===== src/rtl/servo_sweep.sv =====
// servo_sweep - steps a servo back and forth between POS_MIN and POS_MAX and
// takes one range measurement at each position.
//
// Each position goes through: wait SETTLE_CYC cycles for the servo to settle,
// request a measurement, wait for meas_done (or time out after TO_CYC cycles),
// then move one step. The sweep reverses at either end of the range.
//
// State table
//   state  | meaning
//   IDLE   | sweep disabled; pos/dir held so a later enable resumes
//   SETTLE | servo moving to pos; counts SETTLE_CYC cycles
//   MEAS   | meas_req high; waits for meas_done or TO_CYC timeout
//   STEP   | one cycle; moves pos by POS_STEP, reversing at the range ends
//
// Ports
//   clk          in   rising-edge clock
//   rst          in   asynchronous active-high reset
//   en           in   sweep enable, sampled in IDLE and at the end of STEP
//   meas_done    in   range measurement complete, only honoured in MEAS
//   pos          out  commanded servo position (registered)
//   dir          out  sweep direction, 0 = up, 1 = down
//   meas_req     out  measurement request, high for every MEAS cycle
//   sample_valid out  one-cycle pulse when a measurement completes
//   sample_pos   out  position tagged to the last completed sample
//   meas_to      out  one-cycle pulse when a measurement times out
//   sweep_end    out  one-cycle pulse when the direction reverses
//   busy         out  high in every state except IDLE

module servo_sweep #(
    parameter int POS_LEN    = 8,
    parameter int POS_MIN    = 0,
    parameter int POS_MAX    = 180,
    parameter int POS_STEP   = 1,
    parameter int CNT_LEN    = 24,
    parameter int SETTLE_CYC = 1000000,
    parameter int TO_CYC     = 4000000
) (
    input  logic               clk,
    input  logic               rst,
    input  logic               en,
    input  logic               meas_done,
    output logic [POS_LEN-1:0] pos,
    output logic               dir,
    output logic               meas_req,
    output logic               sample_valid,
    output logic [POS_LEN-1:0] sample_pos,
    output logic               meas_to,
    output logic               sweep_end,
    output logic               busy
);

    localparam logic [1:0] S_IDLE   = 2'd0;
    localparam logic [1:0] S_SETTLE = 2'd1;
    localparam logic [1:0] S_MEAS   = 2'd2;
    localparam logic [1:0] S_STEP   = 2'd3;

    // Position limits in one extra bit so the up-step compare cannot wrap.
    localparam logic [POS_LEN:0] STEP_W = (POS_LEN+1)'(POS_STEP);
    localparam logic [POS_LEN:0] MAX_W  = (POS_LEN+1)'(POS_MAX);
    localparam logic [POS_LEN:0] LOW_W  = (POS_LEN+1)'(POS_MIN + POS_STEP);
    localparam logic [POS_LEN-1:0] POS_RST = POS_LEN'(POS_MIN);

    localparam logic [CNT_LEN-1:0] SETTLE_LAST = CNT_LEN'(SETTLE_CYC - 1);
    localparam logic [CNT_LEN-1:0] TO_LAST     = CNT_LEN'(TO_CYC - 1);
    localparam logic [CNT_LEN-1:0] CNT_ONE     = CNT_LEN'(1);

    logic [1:0]         state;
    logic [CNT_LEN-1:0] cnt;
    logic [POS_LEN:0]   pos_up;
    logic [POS_LEN-1:0] pos_dn;

    assign pos_up = {1'b0, pos} + STEP_W;
    // Only taken when pos >= POS_MIN+POS_STEP or just after an up-step, so
    // it never goes below zero.
    assign pos_dn = pos - STEP_W[POS_LEN-1:0];

    assign busy = (state != S_IDLE);

    always_ff @(posedge clk or posedge rst) begin
        if (rst) begin
            state        <= S_IDLE;
            cnt          <= '0;
            pos          <= POS_RST;
            dir          <= 1'b0;
            sample_pos   <= POS_RST;
            meas_req     <= 1'b0;
            sample_valid <= 1'b0;
            meas_to      <= 1'b0;
            sweep_end    <= 1'b0;
        end else begin
            sample_valid <= 1'b0;
            meas_to      <= 1'b0;
            sweep_end    <= 1'b0;

            case (state)
                S_IDLE: begin
                    if (en) begin
                        cnt   <= '0;
                        state <= S_SETTLE;
                    end
                end

                S_SETTLE: begin
                    if (cnt == SETTLE_LAST) begin
                        cnt      <= '0;
                        meas_req <= 1'b1;
                        state    <= S_MEAS;
                    end else begin
                        cnt <= cnt + CNT_ONE;
                    end
                end

                S_MEAS: begin
                    // meas_done is checked first so it wins over a timeout
                    // landing in the same cycle.
                    if (meas_done) begin
                        meas_req     <= 1'b0;
                        sample_valid <= 1'b1;
                        sample_pos   <= pos;
                        state        <= S_STEP;
                    end else if (cnt == TO_LAST) begin
                        meas_req <= 1'b0;
                        meas_to  <= 1'b1;
                        state    <= S_STEP;
                    end else begin
                        cnt <= cnt + CNT_ONE;
                    end
                end

                S_STEP: begin
                    if (!dir) begin
                        if (pos_up <= MAX_W) begin
                            pos <= pos_up[POS_LEN-1:0];
                        end else begin
                            dir       <= 1'b1;
                            pos       <= pos_dn;
                            sweep_end <= 1'b1;
                        end
                    end else begin
                        if ({1'b0, pos} >= LOW_W) begin
                            pos <= pos_dn;
                        end else begin
                            dir       <= 1'b0;
                            pos       <= pos_up[POS_LEN-1:0];
                            sweep_end <= 1'b1;
                        end
                    end
                    cnt   <= '0;
                    state <= en ? S_SETTLE : S_IDLE;
                end

                default: begin
                    meas_req <= 1'b0;
                    state    <= S_IDLE;
                end
            endcase
        end
    end

endmodule


===== config.mk =====
export PLATFORM = sky130hd
export DESIGN_NAME = servo_sweep
export DESIGN_NICKNAME = d
export VERILOG_FILES = /design/src/rtl/servo_sweep.sv
export SDC_FILE = /design/constraint.sdc
export NUM_CORES = 1
export LEC_CHECK = 0
export BUFFER_PORTS_ARGS = -buffer_cell sky130_fd_sc_hd__buf_2
export CAP_MARGIN = 20
export CORE_ASPECT_RATIO = 0.9
export CORE_MARGIN = 5
export CORE_UTILIZATION = 55
export DETAILED_ROUTE_END_ITERATION = 8
export GPL_TIMING_DRIVEN = 0
export PLACE_DENSITY = 0.73
export SYNTH_ARGS = -nofsm -noshare
export SYNTH_HDL_FRONTEND = slang
export SYNTH_SLANG_ARGS = --single-unit

===== constraint.sdc =====
create_clock -name clk -period 3.2 [get_ports clk]
set_input_delay 0 -clock clk [delete_from_list [all_inputs] [get_ports clk]]
set_output_delay 0 -clock clk [all_outputs]
set_load 0.01 [all_outputs]

## After elaboration in Yosys (flattened, before gate mapping)

Cells that the tools add are included.

| word-level totals | value |
|---|---|
| register bits | 47 |
| input bits | 4 |

| cells by class | value |
|---|---|
| $add $sub $neg | 3 |
| $lt $le $gt $ge | 2 |
| eq/ne operators | 10 |
| muxes and demuxes | 29 |
| reduce and logical (&&, ||, !) cells | 7 |

Operator list:

| operator | number |
|---|---|
| $mux 24 | 4 |
| $pmux 24 s4 | 1 |
| $add 24x1->24 const B | 1 |
| $eq 24x20->1 const B | 1 |
| $eq 24x22->1 const B | 1 |
| $mux 8 | 3 |
| $mux 1 | 15 |
| $add 8x1->9 const B | 1 |
| $le 9x8->1 const B | 1 |
| $reduce_and 3->1 | 3 |
| $ge 8x1->1 const B | 1 |
| $mux 2 | 4 |
| $ne 2x2->1 const B | 4 |
| $pmux 2 s4 | 1 |
| $sub 8x1->8 const B | 1 |
| $eq 2x2->1 const B | 2 |
| $reduce_bool 2->1 | 2 |
| $ne 3x3->1 const B | 1 |
| $eq 2x1->1 const B | 1 |
| $logic_not 2->1 | 1 |
| $pmux 1 s2 | 1 |
| $reduce_and 2->1 | 1 |

## Depth between registers and ports, before layout

| logic depth | value |
|---|---|
| depth in word-level cells | 5 |
| mapped depth | 9 |

## Worst setup path before layout

No wires, ideal clock.

| timing | value |
|---|---|
| path type | flip-flop to flip-flop |
| from | register pos[1] |
| to | register pos[5] |
| arrival | 2.295 ns |
| required time | 3.076 ns |
| path slack | 0.781 ns |
| stages on the path, launching flop included | 10 |
| buffers on the path | 1 |
| path through | dfrtp_1 ha_1 clkbuf_1 and4_1 nand2_1 o311a_4 a211o_1 a2111oi_1 o21ai_1 xnor2_1 |

| between the ends | value |
|---|---|
| cells in the longest elaborated chain, start to end | 4 |
| elaborated cells between the ends (all ways) | 7 |

RTL lines:

| item | line | source |
|---|---|---|
| start, declared | 42 | `output logic [POS_LEN-1:0] pos,` |
| start signal, assigned | 133 | `pos <= pos_up[POS_LEN-1:0];` |
| start signal, assigned | 136 | `pos <= pos_dn;` |
| start signal, assigned | 141 | `pos <= pos_dn;` |
| $add 8x1->9 | 72 | `assign pos_up = {1'b0, pos} + STEP_W;` |
| $le 9x8->1 | 132 | `if (pos_up <= MAX_W) begin` |
| $mux 8 | 132 |  |
| $mux 8 * | 131 | `if (!dir) begin` |

Every way passes the cells marked *; elsewhere a longest branch is shown, timed or not.
A chain may end at the register's enable or synchronous reset.

## Worst setup path in the final report

Ends and elaborated chain as after synthesis.

==> flow_metrics.env <==
export IMPL_outcome="complete, no violations"
export IMPL_fp_row_count=24
export IMPL_nets=343
export IMPL_grt_pass1_wl_um=10790
export IMPL_rsz0062_at_grt="no"
export IMPL_clock_latency_ns=0.30
export IMPL_layout_commonest_cell="dfrtp_1"
export IMPL_cts_tree="done"
export IMPL_drt_iter0_drc=236
export IMPL_dp_hpwl_um=4382
export IMPL_cp_arrival_ns=2.97
export IMPL_drive_gt1_frac=0.1606
export IMPL_ctsLongestPathBuffers=2
export IMPL_initial_core_util=0.5663
export IMPL_dieArea_sq_mm=0.006490
export IMPL_synthTopCellsByArea="dfrtp_1, ha_1, o21ai_0, nor2_1, xor2_1"
export IMPL_ys_seq_area_frac=0.4296
export IMPL_cts_sinks=47
export IMPL_pin_count=26
export IMPL_synthCells=295
export IMPL_core_area_sq_mm=0.004835
export IMPL_period_share=0.8734
export IMPL_end_kind="register"
export IMPL_grt_pass1_vias=2171
export IMPL_grt_max_degree=40
export IMPL_seqCellArea_sq_mm=0.001176
export IMPL_synth_seq_cells=47
export IMPL_switching_share=0.2763
export IMPL_synth_top_flop_cell="dfrtp_1"
export IMPL_tightest_slew_ns=0.5039
export IMPL_cts_htree_levels=2
export IMPL_slew_viol_final=0
export IMPL_period_minus_slack_ns=2.795
export IMPL_power_mw=1.224
export IMPL_crit_type="reg2reg"
export IMPL_multi_input_area_sq_mm=0.001436
export IMPL_setup_viol=0
export IMPL_wirelength_um=6120
export IMPL_design_area_sq_mm=0.003072
export IMPL_routedWlPerCell_um=15.49
export IMPL_internal_power_uw=886.0
export IMPL_antenna_found_initial=0
export IMPL_gp_congestion=0.8721
export IMPL_reg2reg_depth=9
export IMPL_min_path_type="in2reg"
export IMPL_ant_nets=0
export IMPL_die_w_um=84.37
export IMPL_crit_required_ns=3.38
export IMPL_synth_top_area_cell="dfrtp_1"
export IMPL_max_vdd_ir_drop_mv=0.2739
export IMPL_timing_setup_tns_ns=0
export IMPL_syn2layout_area_growth_pct=12.20
export IMPL_grt_ovfl_total=0
export IMPL_slowest_delay_ns=0.49
export IMPL_crit_fanout=10
export IMPL_pwr_share_seq=0.592
export IMPL_clock_root_buffer="clkbuf_8"
export IMPL_netlist_area_sq_mm=0.002738
export IMPL_finish_utilization=0.6354
export IMPL_drcViolationCount=0
export IMPL_synthArstFlopShare=1.000
export IMPL_hold_violations=0
export IMPL_synthDistinctLibCells=52
export IMPL_viasPerCell=5.901
export IMPL_cp_start_kind="register"
export IMPL_yosys_warnings=0
export IMPL_postCtsSetupRepairBufs=0
export IMPL_slew_headroom=0.6618
export IMPL_cp_cell_sequence="ha_1 > clkbuf_1 > and4_1 > nand2_1 > o311a_4 > a211o_1 > a2111oi_1 > o21ai_1 > xnor2_1"
export IMPL_slowest_stage="a2111oi_1"
export IMPL_worst_clock_skew_ns=0.008755
export IMPL_die_h_um=76.93
export IMPL_fmax_ghz=0.3578
export IMPL_firstDrtPassIters=4
export IMPL_io_buffers=25
export IMPL_synth_edf_count=0
export IMPL_p_per_area_mw_per_mm2=398.6
export IMPL_maxCapViolations=0
export IMPL_final_cell_mix="dfrtp_1, buf_2, nor2_1"
export IMPL_vias=2331
export IMPL_antenna_cells=0
export IMPL_place_area_sq_mm=0.002964
export IMPL_p_comb_frac=0.117
export IMPL_clk_pin_slew_worst_paths_ns=0.08
export IMPL_fillers=421
export IMPL_synthesis_nets=308
export IMPL_syn_avg_cell_area_sq_um=9.280
export IMPL_grt_usage=0.2024
export IMPL_numCtsBuffers=5
export IMPL_p_clk_frac=0.290
export IMPL_p_leak_nw=1.434
export IMPL_synth_top_area_share=0.4296
export IMPL_worstHoldPathCells=3
export IMPL_switchingPower_uw=338.3
[metrics by stage]
step / worst slack (ns) / instances / hold WS (ns)
final: 0.4051 / 395 / 0.03886
after global routing: 0.1596 / 395 / 0.04227
after CTS: 0.4628 / 395 / 0.02868
after detailed placement: 0.4858 / 386 / -0.08229
after global placement: 0.4914 / 385 / 0.2514
after floorplan: 0.7814 / 295 / 0.07078
[final timing paths]
check / end / slack (ns) / startpoint
max: pos[5] / 0.41 / pos[1]
min: state[0] / 0.04 / en
max reg2reg: pos[5] / 0.41 / pos[1]
min reg2reg: sample_pos[2] / 0.48 / sample_pos[2]
max in group asynchronous: pos[1] / 2.59 / rst
min in group asynchronous: sample_valid / 0.16 / rst
[final cells by class]
cell class,count,area share
repair buffers,28,0.05377
flip-flops and latches,47,0.3829
clock inverters,1,0.001629
well taps,65,0.02648
inverters,17,0.02077
multi-input cells,218,0.4676
plain buffers,13,0.01996
clock buffers,6,0.02688
[layer usage]
layer	part of all wire	vias up	GRT usage
met2	0.44	66	0.2879
met3	0.049	4	0.03430
met1	0.51	1117	0.3190
li1	-	1144	-
met4	0.0067	0	0.04747
met5	0	-	0
[state kept, by name, summed over array words and instances, names as in the netlist]
| name | cells |
|---|---|
| cnt | 24 |
| dir | 1 |
| meas_req | 1 |
| meas_to | 1 |
| pos | 8 |
| sample_pos | 8 |
| sample_valid | 1 |
| state | 2 |
| sweep_end | 1 |
[worst max-delay path: cells and delay by family, from the launching register on]
family / cells / cell delay, ns
fa+ha+maj: 1 / 0.20
xor+xnor: 1 / 0.15
buf+inv: 1 / 0.36
flops: 1 / 0.48
compound gates: 4 / 1.15
simple gates: 2 / 0.32
[timing repair]
action                    CTS  global route
gates resized for setup     0             0
hold buffers                2             0
hold endpoints to repair   48             0
[power by group through the flow]
| stage | Combinational (mW) | Clock, mW | Sequential [mW] |
|---|---|---|---|
| 6_report | 0.144 | 0.355 | 0.725 |
| 5_1_grt | 0.171 | 0.399 | 0.735 |
| 3_3_place_gp | 0.132 | 0 | 0.733 |
| 4_1_cts | 0.146 | 0.374 | 0.723 |
| 2_1_floorplan | 0.113 | 0 | 0.713 |
| 3_5_place_dp | 0.143 | 0 | 0.734 |
[synthesized netlist by cell type, types with 2 or more instances]
| cell type | count |
|---|---|
| ha_1 | 9 |
| nor3_1 | 5 |
| buf_2 | 4 |
| nand2b_1 | 3 |
| xor2_1 | 10 |
| a41oi_1 | 3 |
| o22ai_1 | 3 |
| xnor2_1 | 6 |
| inv_1 | 16 |
| a2111oi_1 | 2 |
| a211oi_1 | 2 |
| o31ai_1 | 8 |
| nand4_1 | 7 |
| o41ai_1 | 2 |
| a21boi_0 | 4 |
| dfrtp_1 | 47 |
| clkbuf_1 | 7 |
| nor2b_1 | 6 |
| nor4_1 | 3 |
| and2_1 | 5 |
| nor2_1 | 26 |
| and4_1 | 5 |
| o21ai_0 | 21 |
| mux2_2 | 7 |
| nor4b_1 | 2 |
| and3_1 | 9 |
| buf_4 | 2 |
| a21oi_1 | 6 |
| o21ai_1 | 8 |
| nand3_1 | 12 |
| mux2i_1 | 3 |
| nand2_1 | 22 |
[logic make-up (layout without fill, tap and decap cells)]
logic type / Yosys count / after routing / synth area share
XOR/XNOR: 16 / 16 / 0.05119
AO/OA/AOI/OAI: 70 / 70 / 0.1709
AND/OR/NAND/NOR: 113 / 113 / 0.2217
multiplexers: 10 / 10 / 0.03976
flip-flops: 47 / 47 / 0.4296
adder cells (fa/ha/maj): 9 / 9 / 0.04113
buffers and inverters: 30 / 65 / 0.04570
No activity file was read; power rests on OpenSTA's default activity.
